## src/rtl/sprite_motion_scheduler_pkg.sv

```systemverilog
// Shared constants, FSM encoding and reset-position helper for the sprite motion scheduler.
package sprite_motion_scheduler_pkg;

    localparam int N_SPRITES = 4;
    localparam int IDX_W     = 2;
    localparam int STEP      = 2;
    localparam int VSTEP     = 8;
    localparam int X_MIN     = 150;
    localparam int X_MAX     = 800;
    localparam int Y_MIN     = 35;
    localparam int Y_MAX     = 515;
    localparam int X_INIT    = 450;
    localparam int X_SPACING = 40;
    localparam int Y_INIT    = 250;

    localparam logic [9:0]       TRIG_LINE = 10'd516;
    localparam logic [IDX_W-1:0] LAST_IDX  = IDX_W'(N_SPRITES - 1);

    typedef enum logic [1:0] {
        S_IDLE   = 2'd0,
        S_LATCH  = 2'd1,
        S_UPDATE = 2'd2,
        S_DONE   = 2'd3
    } state_t;

    function automatic logic [9:0] init_x(input int i);
        return 10'(X_INIT + i * X_SPACING);
    endfunction

endpackage

```

## src/rtl/sprite_motion_scheduler_alu.sv

```systemverilog
// Combinational next-position for one sprite: step left/right/down with wrap at screen bounds.
// Zero latency; no flow control.
module sprite_pos_alu
    import sprite_motion_scheduler_pkg::*;
(
    input  logic [9:0] x,
    input  logic [9:0] y,
    input  logic       en,
    input  logic       l,
    input  logic       r,
    input  logic       d,
    output logic [9:0] next_x,
    output logic [9:0] next_y
);

    // 11-bit compares keep x+STEP / y+VSTEP from wrapping past 1023.
    localparam logic [10:0] STEP_W  = 11'(STEP);
    localparam logic [10:0] VSTEP_W = 11'(VSTEP);
    localparam logic [10:0] X_MIN_W = 11'(X_MIN);
    localparam logic [10:0] X_MAX_W = 11'(X_MAX);
    localparam logic [10:0] Y_MAX_W = 11'(Y_MAX);

    logic [10:0] x_ext;
    logic [10:0] y_ext;

    always_comb begin
        x_ext  = {1'b0, x};
        y_ext  = {1'b0, y};
        next_x = x;
        next_y = y;
        if (en) begin
            if (r && !l) begin
                if (x_ext + STEP_W > X_MAX_W) next_x = 10'(X_MIN);
                else                          next_x = x + 10'(STEP);
            end else if (l && !r) begin
                if (x_ext < X_MIN_W + STEP_W) next_x = 10'(X_MAX);
                else                          next_x = x - 10'(STEP);
            end
            if (d) begin
                if (y_ext + VSTEP_W > Y_MAX_W) next_y = 10'(Y_MIN);
                else                           next_y = y + 10'(VSTEP);
            end
        end
    end

endmodule

```

## src/rtl/sprite_motion_scheduler.sv

```systemverilog
// Per-frame sprite position updater: at TRIG_LINE walks sprites through one shared ALU.
// Trigger->frame_done N_SPRITES+2 cycles; no backpressure, a trigger while busy sets overrun.
module sprite_motion_scheduler
    import sprite_motion_scheduler_pkg::*;
(
    input  logic                     clk,
    input  logic                     rst,
    input  logic [9:0]               hCount,
    input  logic [9:0]               vCount,
    input  logic [N_SPRITES-1:0]     sprite_en,
    input  logic [N_SPRITES-1:0]     move_left,
    input  logic [N_SPRITES-1:0]     move_right,
    input  logic [N_SPRITES-1:0]     move_down,
    input  logic                     load,
    input  logic [IDX_W-1:0]         load_idx,
    input  logic [9:0]               load_x,
    input  logic [9:0]               load_y,
    output logic [10*N_SPRITES-1:0]  x_pos,
    output logic [10*N_SPRITES-1:0]  y_pos,
    output logic                     busy,
    output logic                     frame_done,
    output logic                     overrun
);

    state_t                 state;
    state_t                 state_nxt;
    logic                   trig_q;
    logic [IDX_W-1:0]       idx;
    logic [N_SPRITES-1:0]   snap_en;
    logic [N_SPRITES-1:0]   snap_l;
    logic [N_SPRITES-1:0]   snap_r;
    logic [N_SPRITES-1:0]   snap_d;
    logic [9:0]             pos_x [N_SPRITES];
    logic [9:0]             pos_y [N_SPRITES];
    logic [9:0]             alu_x;
    logic [9:0]             alu_y;

    sprite_pos_alu u_alu (
        .x      (pos_x[idx]),
        .y      (pos_y[idx]),
        .en     (snap_en[idx]),
        .l      (snap_l[idx]),
        .r      (snap_r[idx]),
        .d      (snap_d[idx]),
        .next_x (alu_x),
        .next_y (alu_y)
    );

    always_comb begin
        state_nxt  = state;
        busy       = 1'b0;
        frame_done = 1'b0;
        case (state)
            S_IDLE:   if (trig_q) state_nxt = S_LATCH;
            S_LATCH:  begin busy = 1'b1; state_nxt = S_UPDATE; end
            S_UPDATE: begin
                busy = 1'b1;
                if (idx == LAST_IDX) state_nxt = S_DONE;
            end
            S_DONE:   begin busy = 1'b1; frame_done = 1'b1; state_nxt = S_IDLE; end
            default:  state_nxt = S_IDLE;
        endcase
    end

    always_ff @(posedge clk or negedge rst) begin
        if (!rst) begin
            state   <= S_IDLE;
            trig_q  <= 1'b0;
            idx     <= '0;
            snap_en <= '0;
            snap_l  <= '0;
            snap_r  <= '0;
            snap_d  <= '0;
            overrun <= 1'b0;
        end else begin
            state  <= state_nxt;
            trig_q <= (vCount == TRIG_LINE) && (hCount == 10'd0);
            if (state == S_LATCH) begin
                idx     <= '0;
                snap_en <= sprite_en;
                snap_l  <= move_left;
                snap_r  <= move_right;
                snap_d  <= move_down;
            end else if (state == S_UPDATE) begin
                idx <= idx + 1'b1;
            end
            if (trig_q && state != S_IDLE) overrun <= 1'b1;
        end
    end

    // load is written after the ALU result so it wins on a same-sprite collision.
    always_ff @(posedge clk or negedge rst) begin
        if (!rst) begin
            for (int i = 0; i < N_SPRITES; i++) begin
                pos_x[i] <= init_x(i);
                pos_y[i] <= 10'(Y_INIT);
            end
        end else begin
            if (state == S_UPDATE) begin
                pos_x[idx] <= alu_x;
                pos_y[idx] <= alu_y;
            end
            if (load) begin
                pos_x[load_idx] <= load_x;
                pos_y[load_idx] <= load_y;
            end
        end
    end

    for (genvar g = 0; g < N_SPRITES; g++) begin : g_out
        assign x_pos[10*g +: 10] = pos_x[g];
        assign y_pos[10*g +: 10] = pos_y[g];
    end

endmodule
```

## config.mk

```make
export PLATFORM = sky130hd
export DESIGN_NAME = sprite_motion_scheduler
export DESIGN_NICKNAME = d
export VERILOG_FILES = /design/src/rtl/sprite_motion_scheduler_pkg.sv /design/src/rtl/sprite_motion_scheduler_alu.sv /design/src/rtl/sprite_motion_scheduler.sv
export SDC_FILE = /design/constraint.sdc
export NUM_CORES = 1
export LEC_CHECK = 0
export ABC_AREA = 1
export CAP_MARGIN = 40
export CELL_PAD_IN_SITES_DETAIL_PLACEMENT = 1
export CELL_PAD_IN_SITES_GLOBAL_PLACEMENT = 1
export CORE_MARGIN = 4
export CORE_UTILIZATION = 33
export CTS_CLUSTER_DIAMETER = 100
export CTS_CLUSTER_SIZE = 20
export DETAILED_ROUTE_END_ITERATION = 10
export PLACE_DENSITY_LB_ADDON = 0.25
export SETUP_SLACK_MARGIN = 0.05
export SYNTH_ARGS = -nofsm -noshare
export SYNTH_HDL_FRONTEND = slang
export SYNTH_SLANG_ARGS = --single-unit
```

## constraint.sdc

```tcl
create_clock -name clk -period 2.5 [get_ports clk]
set_clock_uncertainty 0.15 [all_clocks]
set_input_delay 0.75 -clock clk [delete_from_list [all_inputs] [get_ports clk]]
set_output_delay 0.75 -clock clk [all_outputs]
set_load 0.03 [all_outputs]
```

==> flow_summary_export.csv <==
group,metric,value,unit
outcome,status,"finished, violations left",
outcome,violations,"setup timing",
synth,async_reset_ff_share,100,%
synth,syn-num-nets,1207,
layout,synthToLayoutAreaGrowth,61.4,%
worst_setup_path,critPathCaptureType,"flop",
global_routing,grtUsageTotal,25.8,%
routing,ant_nets,0,
synth,avgSynthCellArea,6.45,um2
placed_design,placedInstanceArea,0.00973,mm2
synth,synth_ff_type,"dfrtp_1",
synth,synth_top_area_share,20.5,%
timing,min_period,2.92,ns
timing,worst_slew_pin_slew,0.490,ns
worst_setup_path,cp_data_arrival_time,3.05,ns
routing,routed_wl,35.4,mm
placed_design,place_congestion,0.934,
timing,rsz0062_at_grt,"true",
clocking,ctsHoldBuffers,0,
global_routing,grt_pass1_vias,9014,
routing,route.detailed.drc,0,
clocking,cts_tree,"done",
timing,holdWs,0.185,ns
timing,relSlewSlack,67.0,%
synth,synth-seq-area-share,35.6,%
placed_design,portBuffers,143,
timing,setup_viol,80,
layout,drive_gt1_share,36.2,%
clocking,htreeDepth,3,
worst_setup_path,cp-start-kind,"flop",
synth,yosys.cell_types.count,44,
timing,setup_ws,-0.422,ns
die,die_x,157,um
layout,final_util,54.0,%
global_routing,overflow,0,
placed_design,place_hpwl,21.5,mm
clocking,clk_latency,0.37,ns
synth,synth_area,0.00731,mm2
layout,final_cell_area,0.0118,mm2
hold_path,min_path_type,"input port to async pin",
routing,viasPerCell,5.33,
clocking,clk_pin_slew_worst_paths,0.07,ns
clocking,cts-buffers-inserted,9,
routing,drtPass1Iterations,7,
timing,hold_violations,0,
global_routing,grt_start_max_net_pins,41,
global_routing,grt_pass1_wl,49.5,mm
timing,fin_crit_sh,117,%
routing,wl_per_cell,21.1,um
global_routing,grt_antenna_before_repair,0,
worst_setup_path,crit_fanout,17,
synth,synth_most_common_cell,"nand2_1",
routing,vias,8940,
routing,first_iter_violations,564,
clocking,root_buffer,"clkbuf_16",
worst_setup_path,required,2.63,ns
synth,ys_ff_latch,102,
die,core-area,0.0218,mm2
synth,synth_area_leaders,"dfrtp_1 (21%), nand2_1 (19%), dfstp_2 (15%), inv_1 (7.4%), nand3_1 (7.1%)",
synth,synthTopCellsByCount,"nand2_1 (374), inv_1 (145), nor2_1 (123)",
die,die_h,157,um
worst_setup_path,critPathKind,"flop to flop",
synth,synth_top_area_cell,"dfrtp_1",
job,drv_cap,0,
die,dieArea,0.0246,mm2
layout,nets,1466,
die,io_pins,144,
clocking,clock-sinks,102,
timing,fmax,0.342,GHz
synth,syn_inst,1133,
timing,slew_viol_final,0,
synth,synth_edf_count,0,
die,start_util,33.5,%
synth,yosysWarnings,0,
layout,num_antenna_cells,0,
die,rows,54,
clocking,cts_buffer_depth,2,
-- through the flow --
stage / setup WS [ns] / cells / setup TNS, ns
global placement: -0.272 / 1613 / -13.90
global route: -0.512 / 1677 / -29.43
detailed placement: -0.317 / 1613 / -18.21
finish: -0.422 / 1677 / -20.11
floorplan: 0.0539 / 1133 / 0
CTS: -0.193 / 1661 / -8.83
-- final timing paths --
| path | from | end | slack (ns) | depth (start not counted) |
|---|---|---|---|---|
| min reg2reg | overrun | overrun | 0.31 | 1 |
| max in group asynchronous | rst | x_pos[33] | 1.34 | 2 |
| min in group clk | overrun | overrun | 0.31 | 1 |
| max | idx[0] | x_pos[33] | -0.42 | 16 |
| max reg2reg | idx[0] | x_pos[33] | -0.42 | 16 |
| min | rst | state[0] | 0.18 | 1 |
-- cell usage in the layout, fill, tap and decap left out, types with 11 or more instances in the layout --
cell / n
buf_6: 18
o21ai_0: 36
inv_1: 135
dfstp_2: 42
nand3_4: 15
nor2_1: 110
nand2_1: 299
buf_12: 12
dlygate4sd2_1: 45
nor2_4: 14
clkdlybuf4s50_1: 94
dfrtp_1: 59
nand2_2: 55
buf_4: 119
ha_1: 11
a21oi_1: 22
nand3_2: 48
a21oi_2: 73
clkbuf_16: 11
nand3_1: 45
nand2_4: 42
-- area by class of cell --
cell class              count  area [um2]
flip-flops and latches    102        2610
clock buffers              12         258
clock inverters             4        26.3
well taps                 280         350
repair inverters            3        43.8
inverters                 151         594
multi-input cells         830        5130
fillers                  2676       10000
repair buffers            295        2780
-- flip-flops by register name, indices dropped and copies added (netlist names) --
| signal | flops |
|---|---|
| snap_en | 4 |
| snap_l | 4 |
| idx | 2 |
| state | 2 |
| snap_r | 4 |
| y_pos | 40 |
| overrun | 1 |
| trig_q | 1 |
| snap_d | 4 |
| x_pos | 40 |
-- timing repair --
action                                  4_1_cts  5_1_grt
endpoints found under the setup margin      125       83
gates resized for setup                     217      196
cloned                                        5        1
pin swaps                                    50      107
setup buffers                                27       17
-- per-layer routing --
layer  part of all wire [%]  wire [um]  GRT usage [%]  vias to the layer above
li1                       -          -              -                     4073
met1                     39      13900           32.3                     4469
met2                     52      18600           46.1                      312
met3                    5.0       1780           3.15                       86
met4                    3.4       1220           8.39                        0
met5                      0          0              0                        -
-- logic make-up after synthesis --
family / after synthesis / synth area share [%]
XOR/XNOR: 5 / 0.599
adder cells (fa/ha/maj): 13 / 2.23
AO/OA/AOI/OAI: 156 / 11.9
AND/OR/NAND/NOR: 655 / 37.9
flip-flops: 102 / 35.6
buffers and inverters: 202 / 11.8
-- critical path, cell delays in order, from the launching register on --
cell and delay (ns):
dfrtp_2 0.45, buf_6 0.15, clkinv_8 0.08, buf_8 0.18, nor2_1 0.08, o22ai_2 0.22, nand2_2 0.16, buf_12 0.16
buf_4 0.15, nor2_1 0.25, xor2_1 0.20, nand2_1 0.09, nand2_1 0.07, inv_1 0.06, nand2_4 0.08, nand3_1 0.10
a21oi_1 0.20
Power is not shown: default switching activity piles up to over one toggle a cycle in this logic, so the estimate is an artifact.
